[src/rtl/cam_capture_dec_pkg.sv]
// cam_capture_dec_pkg: image geometry and RGB444 layout shared by the capture, colour and display stages.
// Revision: 1.0
`default_nettype none
package cam_capture_dec_pkg;
  localparam int SRC_COLS    = 160;
  localparam int SRC_ROWS    = 120;
  localparam int IMG_COLS    = 80;
  localparam int IMG_ROWS    = 60;
  localparam int NB_IMG_PXLS = 13;
  localparam int NB_BUF      = 12;

  localparam int CH_W  = 4;
  localparam int R_LSB = 8;
  localparam int G_LSB = 4;
  localparam int B_LSB = 0;

  function automatic logic [NB_BUF-1:0] pack_rgb444(input logic [CH_W-1:0] r,
                                                    input logic [CH_W-1:0] g,
                                                    input logic [CH_W-1:0] b);
    logic [NB_BUF-1:0] pix;
    pix = '0;
    pix[R_LSB +: CH_W] = r;
    pix[G_LSB +: CH_W] = g;
    pix[B_LSB +: CH_W] = b;
    return pix;
  endfunction
endpackage
`default_nettype wire

[src/rtl/cam_capture_dec_byte_pack.sv]
// cam_byte_pack: two-byte RGB444 assembly; the pixel is presented combinationally with its second byte.
// Revision: 1.0
`default_nettype none
module cam_byte_pack
  import cam_capture_dec_pkg::*;
#(
  parameter int c_nb_buf = NB_BUF
) (
  input  logic                clk,
  input  logic                rst,
  input  logic                clr,
  input  logic                en,
  input  logic [7:0]          data,
  output logic                phase,
  output logic                pix_valid,
  output logic [c_nb_buf-1:0] pix
);
  logic [CH_W-1:0] r_nib;

  always_ff @(posedge clk) begin
    if (rst) begin
      phase <= 1'b0;
      r_nib <= '0;
    end else if (clr) begin
      phase <= 1'b0;
    end else if (en) begin
      phase <= ~phase;
      if (!phase) r_nib <= data[3:0];
    end
  end

  assign pix_valid = en & phase;
  assign pix       = c_nb_buf'(pack_rgb444(r_nib, data[7:4], data[3:0]));
endmodule
`default_nettype wire

[src/rtl/cam_capture_dec.sv]
// cam_capture_dec: camera byte stream capture with 2:1 decimation into an RGB444 frame buffer.
// Revision: 1.0
`default_nettype none
module cam_capture_dec
  import cam_capture_dec_pkg::*;
#(
  parameter int c_src_cols    = SRC_COLS,
  parameter int c_src_rows    = SRC_ROWS,
  parameter int c_img_cols    = IMG_COLS,
  parameter int c_img_rows    = IMG_ROWS,
  parameter int c_nb_img_pxls = NB_IMG_PXLS,
  parameter int c_nb_buf      = NB_BUF
) (
  input  logic                     clk,
  input  logic                     rst,
  input  logic                     cam_vsync,
  input  logic                     cam_href,
  input  logic                     cam_de,
  input  logic [7:0]               cam_data,
  output logic                     wr_we,
  output logic [c_nb_img_pxls-1:0] wr_addr,
  output logic [c_nb_buf-1:0]      wr_pxl,
  output logic                     frame_done,
  output logic                     fmt_err
);
  typedef enum logic [1:0] {
    WAIT_SYNC = 2'd0,
    FRAME     = 2'd1,
    LINE      = 2'd2
  } state_t;

  localparam int COL_W = $clog2(c_src_cols + 1);
  localparam int ROW_W = $clog2(c_src_rows + 1);
  localparam logic [COL_W-1:0] COL_MAX = COL_W'(c_src_cols);
  localparam logic [ROW_W-1:0] ROW_MAX = ROW_W'(c_src_rows);
  localparam logic [c_nb_img_pxls-1:0] LAST_ADDR = c_nb_img_pxls'(c_img_cols * c_img_rows - 1);

  logic vs_q, vs_q2, hr_q, hr_q2, de_q;
  logic [7:0] data_q;
  state_t state, state_nxt;
  logic [COL_W-1:0] col;
  logic [ROW_W-1:0] row;
  logic full;
  logic phase, pix_valid;
  logic [c_nb_buf-1:0] pix;

  always_ff @(posedge clk) begin
    if (rst) begin
      vs_q   <= 1'b0;
      vs_q2  <= 1'b0;
      hr_q   <= 1'b0;
      hr_q2  <= 1'b0;
      de_q   <= 1'b0;
      data_q <= '0;
    end else begin
      vs_q   <= cam_vsync;
      vs_q2  <= vs_q;
      hr_q   <= cam_href;
      hr_q2  <= hr_q;
      de_q   <= cam_de;
      data_q <= cam_data;
    end
  end

  wire vs_fall = vs_q2 & ~vs_q;
  wire vs_rise = ~vs_q2 & vs_q;
  wire hr_rise = ~hr_q2 & hr_q;
  wire hr_fall = hr_q2 & ~hr_q;

  always_ff @(posedge clk) begin
    if (rst) state <= WAIT_SYNC;
    else     state <= state_nxt;
  end

  always_comb begin
    state_nxt = state;
    case (state)
      WAIT_SYNC: if (vs_fall) state_nxt = FRAME;
      FRAME: begin
        if (vs_rise)      state_nxt = WAIT_SYNC;
        else if (hr_rise) state_nxt = LINE;
      end
      LINE: begin
        if (vs_rise)      state_nxt = WAIT_SYNC;
        else if (hr_fall) state_nxt = FRAME;
      end
      default: state_nxt = WAIT_SYNC;
    endcase
  end

  // A byte arriving with the href rise already belongs to the line.
  wire in_line     = hr_q & ~vs_rise & ((state == LINE) | ((state == FRAME) & hr_rise));
  wire byte_en     = in_line & de_q;
  wire frame_start = (state == WAIT_SYNC) & vs_fall;
  wire line_end    = (state == LINE) & hr_fall;
  wire col_ok      = col < COL_MAX;
  wire row_ok      = row < ROW_MAX;
  wire store       = col_ok & row_ok & ~col[0] & ~row[0] & ~full;

  cam_byte_pack #(.c_nb_buf(c_nb_buf)) u_pack (
    .clk       (clk),
    .rst       (rst),
    .clr       (frame_start | line_end),
    .en        (byte_en),
    .data      (data_q),
    .phase     (phase),
    .pix_valid (pix_valid),
    .pix       (pix)
  );

  always_ff @(posedge clk) begin
    if (rst) begin
      col        <= '0;
      row        <= '0;
      full       <= 1'b0;
      wr_we      <= 1'b0;
      wr_addr    <= '0;
      wr_pxl     <= '0;
      frame_done <= 1'b0;
      fmt_err    <= 1'b0;
    end else begin
      wr_we      <= 1'b0;
      frame_done <= wr_we & (wr_addr == LAST_ADDR);
      // wr_addr holds the next target; it advances once the write has been presented.
      if (wr_we) begin
        if (wr_addr == LAST_ADDR) full <= 1'b1;
        else                      wr_addr <= wr_addr + 1'b1;
      end
      if (frame_start) begin
        col     <= '0;
        row     <= '0;
        wr_addr <= '0;
        full    <= 1'b0;
        fmt_err <= 1'b0;
      end else if (line_end) begin
        col <= '0;
        if (row != ROW_MAX) row <= row + 1'b1;
        if (phase) fmt_err <= 1'b1;
      end else if (pix_valid) begin
        if (col != COL_MAX) col <= col + 1'b1;
        if (!col_ok || !row_ok) fmt_err <= 1'b1;
        if (store) begin
          wr_we  <= 1'b1;
          wr_pxl <= pix;
        end
      end
    end
  end
endmodule
`default_nettype wire

[config.mk]
export PLATFORM = sky130hd
export DESIGN_NAME = cam_capture_dec
export DESIGN_NICKNAME = d
export VERILOG_FILES = /design/src/rtl/cam_capture_dec_pkg.sv /design/src/rtl/cam_capture_dec_byte_pack.sv /design/src/rtl/cam_capture_dec.sv
export SDC_FILE = /design/constraint.sdc
export NUM_CORES = 1
export LEC_CHECK = 0
export CORE_MARGIN = 5
export CORE_UTILIZATION = 45
export CTS_BUF_LIST = sky130_fd_sc_hd__clkbuf_8
export DETAILED_ROUTE_END_ITERATION = 6
export GPL_TIMING_DRIVEN = 0
export PLACE_DENSITY = 0.78
export SYNTH_ARGS = -nofsm -noshare
export SYNTH_HDL_FRONTEND = slang
export SYNTH_SLANG_ARGS = --single-unit
[constraint.sdc]
create_clock -name clk -period 1.5 [get_ports clk]
set_input_delay 0.225 -clock clk [delete_from_list [all_inputs] [get_ports clk]]
set_output_delay 0.225 -clock clk [all_outputs]
set_load 0.05 [all_outputs]
== Word-level counts from Yosys, hierarchy flattened ==
Index checks and enable logic that the tools add are counted.

* Register bits after elaboration: 64
* Input bits: 13
* Output and inout bits: 28
* Logic and storage cells: 92

* $add $sub $neg: 3
* Order comparisons: 2
* Equality and inequality tests: 9
* Muxes and demuxes: 11
* Bitwise logic cells: 32
* Reduce and logical (&&, ||, !) cells: 18

{| class="wikitable"
|+ Operators by type and width
! cell !! count
|-
| 1-bit AND || 16
|-
| 1-bit inverter || 14
|-
| 13-bit by 1-bit adder with 13-bit output (second input constant) || 1
|-
| 13-bit == test (second input constant) || 1
|-
| 2-bit 2-to-1 mux || 5
|-
| 3-bit AND reduction || 3
|-
| 8-bit by 1-bit adder with 8-bit output (second input constant) || 1
|-
| 8-bit less-than comparator (second input constant) || 1
|-
| 8-bit != test (second input constant) || 1
|-
| 2-bit AND reduction || 4
|-
| 7-bit by 1-bit adder with 7-bit output (second input constant) || 1
|-
| 7-bit less-than comparator (second input constant) || 1
|-
| 7-bit != test (second input constant) || 1
|-
| 3-bit != test (second input constant) || 2
|-
| 2-bit one-hot mux with 3 select lines || 1
|-
| 1-bit 2-to-1 mux || 5
|-
| 4-bit AND reduction || 1
|-
| 2-bit nonzero test || 2
|-
| 2-bit OR reduction || 2
|-
| 4-bit OR reduction || 1
|-
| 3-bit OR reduction || 1
|-
| 2-bit by 1-bit == test with 1-bit output (second input constant) || 1
|-
| 2-bit == test (second input constant) || 1
|-
| 1-bit logical NOT || 2
|-
| 5 further kinds || 6
|}

== Longest topological paths before layout ==
Gate-level depths: netlist of the first run.

* Word-level depth: 9
* Depth in mapped cells: 6
* Mapped depth without buffers: 5

== Cells and area by module ==
Synthesis of the first run repeated with hierarchy kept, for this count alone.

* Cells, all modules: 296
* Area, all modules: 2801.4 um2

{| class="wikitable"
|+ By module, submodules not included
! module !! instances !! cells each !! area an instance (um2) !! sequential area each (um2)
|-
| cam_capture_dec || 1 || 267 || 2511.2 || 1181.1
|-
| cam_byte_pack || 1 || 29 || 290.3 || 100.1
|}

== Worst setup path after synthesis of the first run ==
OpenSTA, ideal clock, no wires.

* Path kind: register to register
* From: register wr_addr[0]
* To: register wr_addr[0]
* Setup time: 0.128 ns
* Data arrival time: 1.882 ns
* Required time: 1.372 ns
* Path slack: -0.509 ns
* Stages on the path, launching flop included: 7
* Buffers on the path: 1
* Period minus slack after synthesis: 2.009 ns
* Cells stage by stage: dfxtp_1 -> ha_1 -> inv_1 -> o41ai_4 -> buf_6 -> xor2_1 -> nor2_1

* Word-level cells in the longest chain between the ends: 3
* Elaborated cells on any way between the ends: 4
* Classes of those cells: add/sub (1); eq/ne (1); bitwise (1); reduce/logical (1)

{| class="wikitable"
|+ Ends and longest elaborated chain
! item !! RTL line !! text
|-
| start, declared || cam_capture_dec.sv:21 || <nowiki>output logic [c_nb_img_pxls-1:0] wr_addr,</nowiki>
|-
| start signal, assigned || cam_capture_dec.sv:127 || <nowiki>else wr_addr <= wr_addr + 1'b1;</nowiki>
|-
| branches (longest 3 deep; another with 13-bit by 1-bit adder with 13-bit output) || n/a ||
|}

Parallel ways; which one is timed is not known.
A chain may end at the register's enable or synchronous reset.

== Worst setup path after layout of the first run ==
* From: register wr_addr[6]
* To: register wr_addr[5]

* Word-level cells in the longest chain between the ends: 3

{| class="wikitable"
|+ Ends and longest elaborated chain
! item !! RTL line !! text
|-
| 13-bit == test || cam_capture_dec.sv:126 || <nowiki>if (wr_addr == LAST_ADDR) full <= 1'b1;</nowiki>
|-
| 1-bit inverter (no source line) || n/a ||
|-
| 2-bit AND reduction (no source line) || n/a ||
|}

Every way passes these cells.

==> results.md, run 1 <==
- Gr ovfl total: 0
- Global Route Usage Sum: 17.88%
- RSZ-0062 raised after global routing: true
- Final core utilization: 64.26%
- Slew @ Worst Pin: 0.5147 ns
- Worst-Skew Late Latency: 0.34 ns
- WL met1: 2859 um
- Failing checks: negative setup slack
- Pre-Repair DR Iteration Count: 4
- Setup slack after layout: -0.1947 ns
- Crit path buf inv count: 1
- Post-DP HPWL: 4160 um
- Slew Viols, Final: 0
- Tcrit/Tclk final: 113.0%
- Placed cell areas: 3341 sq um
- Setup violators final: 30
- Max H-tree Level: 3
- Placeable Area: 5956 sq um
- Syn_area_per_cell: 9.687 sq um
- Initial Utilization: 46.68%
- Tmin final: 1.695 ns
- CTS tree: yes
- CP delay by family, top: simple AND/OR/NAND/NOR gates
- Layout cell share with drive strength beyond 1: 27.47%
- Final GP Congestion: 0.8048
- Register bit total from synthesis: 64
- Total CTS buffers: 9
- Max Used Layer: met4
- Largest family of logic cells by synthesized area: simple AND/OR/NAND/NOR gates
- Worst vdd ir: 0.0005200 V
- Critical Path, Cell by Cell: or4b_4 > o41ai_4 > buf_4 > o21ai_1 > a21oi_1
- Rel. slew slack: 65.68%
- Via count: 2,387
- Outcome: complete, but fails checks
- CP Data Required Time: 1.77 ns
- Mux share of post-synthesis cell area: 7.246%
- Ys flop type: dfxtp_1
- CP max FO: 5
- CP arrival: 1.97 ns
- Residual DRC: 0
- Clock transition at the registers of the reported paths: 0.07 ns
- Syn Inst Count: 287
- Total die area: 7850 sq um
- Site row count: 28
- Warnings, synthesis: 0
- Die Ht: 88.60 um
- Simple-gate area share of the yosys netlist: 28.04%
- Clock Skew: 0.005598 ns
- Area grow syn2layout: 37.67%
- Post-synth EDFFs: 0
- Max Fclk: 590.1 MHz
- Met2 WL: 3282 um
- Design area: 3827 sq um
- Met3 WL post-DR: 328 um
- Total power: 3321 uW
- Die Width: 88.60 um
- Post-synth net total: 303
- Static leakage: 0.001405 uW
- CP Class: reg -> reg
- Compound-Gate Fraction of Synth Area: 12.33%
- First-pass GRT wire length: 10,810 um
- HP Class: in -> reg
- Post-Route WL: 6602 um
- Fin. Hold Viols: 0
- Slowest cell delay on critical path: 0.56 ns
- Initial DRC count: 94
- Synthesized cell area: 2780 sq um
- CP Capture Type: flop
- Routed WL per cell: 15.04 um
- Sequential area share after synthesis: 46.08%
- Pwr dens: 867.6 nW/um^2
- Setup_tns: -2.950 ns
- Post-route ant nets: 0
- DR vias/cell: 5.437
- Critical Path Start Type: flop
- Clock sink count: 64
- FFs w/ async S/R, synth: 0%
- Nets@finish: 375
- Number of global-route vias before repair: 2,346
- Place WS: -0.3103 ns
- Highest-delay cell along the critical path: or4b_4
- Distinct cells, synth: 45
- CTS Hold Bufs: 0
- Post-synthesis adder-cell area fraction: 1.350%
- Clock Path Buffers: 2
- Clk root buf: clkbuf_8
- Pin count of the biggest net entering global routing: 13
- Ports: 41
- Max Cap Viol: 0
- IO Port Bufs: 40
- Xor and xnor area share after synthesis: 2.835%
- # diodes: 0
- Initial antenna violation count: 0
## report_power, final
| group | total (uW) | leakage [uW] | internal, uW | switching (uW) |
|---|---|---|---|---|
| logic | 148 | 0.000775 | 78.0 | 69.5 |
| clock network | 1450 | 0.0000995 | 766 | 687 |
| registers | 1720 | 0.000530 | 1710 | 14.7 |
| total | 3320 | 0.00140 | 2550 | 771 |
## area by class of cell
class                      count  area, sq um
tap                           75        93.84
multi-input combinational    210         1588
clock inverter                 7        71.32
fill                         500         2128
inverter                       4        15.01
timing repair buffer          61        550.5
sequential                    64         1325
buffer                         9        60.06
clock buffer                   9        123.9
## cell usage after synthesis (6+ instances only)
cell type	count	area share, %
nand2_1	18	2.4
nand2b_1	27	6.1
nor2_1	18	2.4
o21ai_1	6	1.1
dfxtp_1	64	46
mux2i_1	19	6.8
clkbuf_1	6	0.81
or3_1	9	2.0
nand4_1	12	2.7
o21ai_0	7	1.3
xor2_1	7	2.2
a21oi_1	17	3.1
nand3_1	7	1.3
nor2b_1	15	3.4
## final timing paths
path | from | end | depth (start not counted) | slack, ns
max | wr_addr[6] | wr_addr[5] | 5 | -0.19
min | cam_href | hr_q | 2 | 0.43
min reg2reg | data_q[5] | wr_pxl[5] | 2 | 0.46
max reg2reg | wr_addr[6] | wr_addr[5] | 5 | -0.19
## logic make-up after synthesis
family          after synthesis
compound gates               44
xor+xnor                      9
fa+ha+maj                     3
buf+inv                      13
flops                        64
mux                          20
simple gates                134
## placed cells by master (no fill, tap or decap), types with 3 or more instances in the layout
| master | instances |
|---|---|
| a21oi_1 | 14 |
| clkdlybuf4s15_1 | 7 |
| nor3_1 | 4 |
| and3_1 | 3 |
| buf_6 | 9 |
| nand3_1 | 5 |
| clkdlybuf4s50_1 | 12 |
| dfxtp_4 | 8 |
| clkdlybuf4s15_2 | 3 |
| o21ai_1 | 3 |
| buf_4 | 17 |
| dfxtp_2 | 11 |
| and2_1 | 3 |
| mux2i_1 | 19 |
| nor2b_1 | 14 |
| nand2b_1 | 26 |
| inv_1 | 4 |
| a2111oi_4 | 3 |
| o21ai_0 | 5 |
| or3_1 | 9 |
| nor2_1 | 17 |
| nand4_1 | 12 |
| clkbuf_2 | 4 |
| dlygate4sd2_1 | 14 |
| clkbuf_1 | 4 |
| nand2_1 | 18 |
| xor2_1 | 7 |
| a21oi_2 | 3 |
| o21ai_2 | 4 |
| or4_4 | 3 |
| clkbuf_8 | 9 |
| dfxtp_1 | 45 |
## through the flow
step | hold slack (ns) | instances
final | 0.4253 | 439
after global routing | 0.4175 | 439
after CTS | 0.4107 | 431
after detailed placement | 0.4591 | 402
after global placement | 0.4422 | 402
after floorplan | 0.3530 | 287
## what timing repair did
action | 4_1_cts | 5_1_grt
endpoints found under the hold margin | 0 | 0
gates resized for setup | 62 | 39
setup endpoints to repair | 77 | 57
setup buffers | 11 | 9
gates cloned | 2 | 0
pin swaps | 14 | 18
## flip-flops by register name, indices dropped and copies added (netlist names), 2 cells and up
| register | cells |
|---|---|
| state | 2 |
| col | 8 |
| wr_addr | 13 |
| wr_pxl | 12 |
| u_pack.r_nib | 4 |
| data_q | 8 |
| row | 7 |
## layer usage
metal	GRT usage, %	vias up
li1	-	1173
met1	22.40	1143
met2	29.37	58
met3	3.445	13
met4	8.929	0
met5	0	-
No activity file was read; power rests on OpenSTA's default activity.
==> run 2: changes to the inputs <==
--- a/config.mk
+++ b/config.mk
@@ -6,11 +6,12 @@
 export NUM_CORES = 1
 export LEC_CHECK = 0
 export CORE_MARGIN = 5
-export CORE_UTILIZATION = 45
+export CORE_UTILIZATION = 50
 export CTS_BUF_LIST = sky130_fd_sc_hd__clkbuf_8
 export DETAILED_ROUTE_END_ITERATION = 6
 export GPL_TIMING_DRIVEN = 0
-export PLACE_DENSITY = 0.78
+export PLACE_DENSITY = 0.84
+export RECOVER_POWER = 25
 export SYNTH_ARGS = -nofsm -noshare
 export SYNTH_HDL_FRONTEND = slang
 export SYNTH_SLANG_ARGS = --single-unit
==> run 2 against run 1 <==
Net effect:
- the run still ends with negative setup slack left
- fmax fell by 2.1%
- die area fell by 8.9%
- sequential power barely moved
- critical path depth did not move
- first-iteration DRC count rose by 31%
- cell count fell by 0.91%
- highest routed layer unchanged
==> results.md, run 2 (same netlist as run 1, synthesis figures left out) <==
- Routed WL per cell: 15.57 um
- Place WS: -0.3111 ns
- Worst hold slack: 0.4297 ns
- Max Fclk: 577.6 MHz
- Total net switching power: 709.7 uW
- First-pass GRT wire length: 10,700 um
- Slew @ Worst Pin: 0.6050 ns
- Initial antenna violation count: 0
- Placeable Area: 5439 sq um
- Pwr dens: 929.9 nW/um^2
- Slew Viols, Final: 0
- Static leakage: 0.001444 uW
- Layout cell share with drive strength beyond 1: 27.27%
- Critical Path, Cell by Cell: or4b_4 > o41ai_4 > buf_6 > xor2_1 > nor2_1
- Biggest regs: wr_addr: 13 flops, wr_pxl: 12 flops
- Final GP Congestion: 0.7741
- CP arrival: 1.96 ns
- Tmin final: 1.731 ns
- CTS tree: yes
- Largest Register: wr_addr
- Placed cell areas: 3337 sq um
- Failing checks: negative setup slack
- Site row count: 27
- Outcome: complete, but fails checks
- Clock sink count: 64
- Initial DRC count: 123
- Ports: 41
- Fin. Hold Viols: 0
- Number of flip-flops under the largest register name: 13
- CP Data Required Time: 1.73 ns
- Setup violators final: 30
- Clk root buf: clkbuf_8
- Switching share of power: 19.65%
- Die Width: 84.57 um
- Cell internal pwr: 2903 uW
- Total die area: 7151 sq um
- Setup slack after layout: -0.2314 ns
- Total CTS buffers: 9
- Number of global-route vias before repair: 2,281
- Sequential fraction of design power: 47.6%
- Flop-to-flop setup slack: -0.23 ns
- Die Ht: 84.57 um
- Gr ovfl total: 0
- Most frequent cells in the layout: dfxtp_1, nand2b_1, nand2_1
- Setup_tns: -3.865 ns
- Initial Utilization: 51.12%
- Commonest non-fill, non-tap cell in the layout: dfxtp_1
- Post-Route WL: 6772 um
- Part of the power in combinational logic: 3.8%
- CP Class: reg -> reg
- Clock transition at the registers of the reported paths: 0.07 ns
- Post-DP HPWL: 4192 um
- Via count: 2,422
- Max Cap Viol: 0
- IO Port Bufs: 40
- Max H-tree Level: 3
- Highest-delay cell along the critical path: or4b_4
- DR vias/cell: 5.568
- Pre-Repair DR Iteration Count: 4
- Design area: 3885 sq um
- Clock Skew: 0.008276 ns
- Worst vdd ir: 0.0007241 V
- Clock share of power: 48.6%
- Nets@finish: 375
- Residual DRC: 0
- CP Capture Type: flop
- Worst-Skew Late Latency: 0.34 ns
- Tcrit/Tclk final: 115.4%
- RSZ-0062 raised after global routing: true
- Clock Path Buffers: 2
- CTS Hold Bufs: 0
- Global Route Usage Sum: 18.37%
- Area grow syn2layout: 39.74%
- Post-route ant nets: 0
- HP Class: in -> reg
- Critical Path Start Type: flop
- # diodes: 0
- Slowest cell delay on critical path: 0.56 ns
- Pin count of the biggest net entering global routing: 11
- Rel. slew slack: 59.66%
- CP max FO: 5
==> run 2: metal layers <==
layer	share of wire [%]	vias to the layer above	GRT usage, %
met5	0	-	0
met1	41	1180	21.21
met3	4.9	12	5.005
met4	1.9	0	6.475
li1	-	1170	-
met2	52	60	32.46
==> run 2: metrics by stage <==
step / instances / util (%) / total power, uW
after floorplan: 287 / - / 1830
after global placement: 399 / 61.35 / 1880
after detailed placement: 399 / 61.35 / 1885
after CTS: 429 / 68.30 / 3629
after global routing: 435 / 71.43 / 3725
final: 435 / 71.43 / 3613
==> run 2: final timing paths <==
check	start	to	cells past startpoint
min reg2reg	data_q[7]	wr_pxl[7]	2
min	cam_href	hr_q	2
max reg2reg	wr_addr[6]	wr_addr[0]	5
max	wr_addr[6]	wr_addr[0]	5
==> run 2: worst max-delay path: cells and delay by family (launching register included) <==
family / cells / cell delay [ns]
AND/OR/NAND/NOR: 2 / 0.61
buffers and inverters: 1 / 0.18
flip-flops: 1 / 0.35
XOR/XNOR: 1 / 0.15
AO/OA/AOI/OAI: 1 / 0.33
==> run 2: power groups by stage <==
stage,Clock (uW),Sequential [uW],Combinational [uW]
6_report,1760,1720,136
3_5_place_dp,0,1760,125
5_1_grt,1860,1720,147
4_1_cts,1780,1720,132
2_1_floorplan,0,1760,73.7
3_3_place_gp,0,1760,122
==> run 2: area by class of cell <==
type                       count  area [sq um]
timing repair buffer          60         543.0
fill                         397          1554
clock inverter                 5         97.59
inverter                       4         15.01
sequential                    64          1324
buffer                         9         55.05
clock buffer                  10         137.6
tap                           72         90.09
multi-input combinational    211          1623
==> run 2: timing repair <==
| item | 4_1_cts | 5_1_grt |
|---|---|---|
| pin swaps | 12 | 17 |
| setup endpoints to repair | 77 | 55 |
| cloned | 3 | 0 |
| buffers inserted | 12 | 6 |
| resized for setup | 51 | 43 |
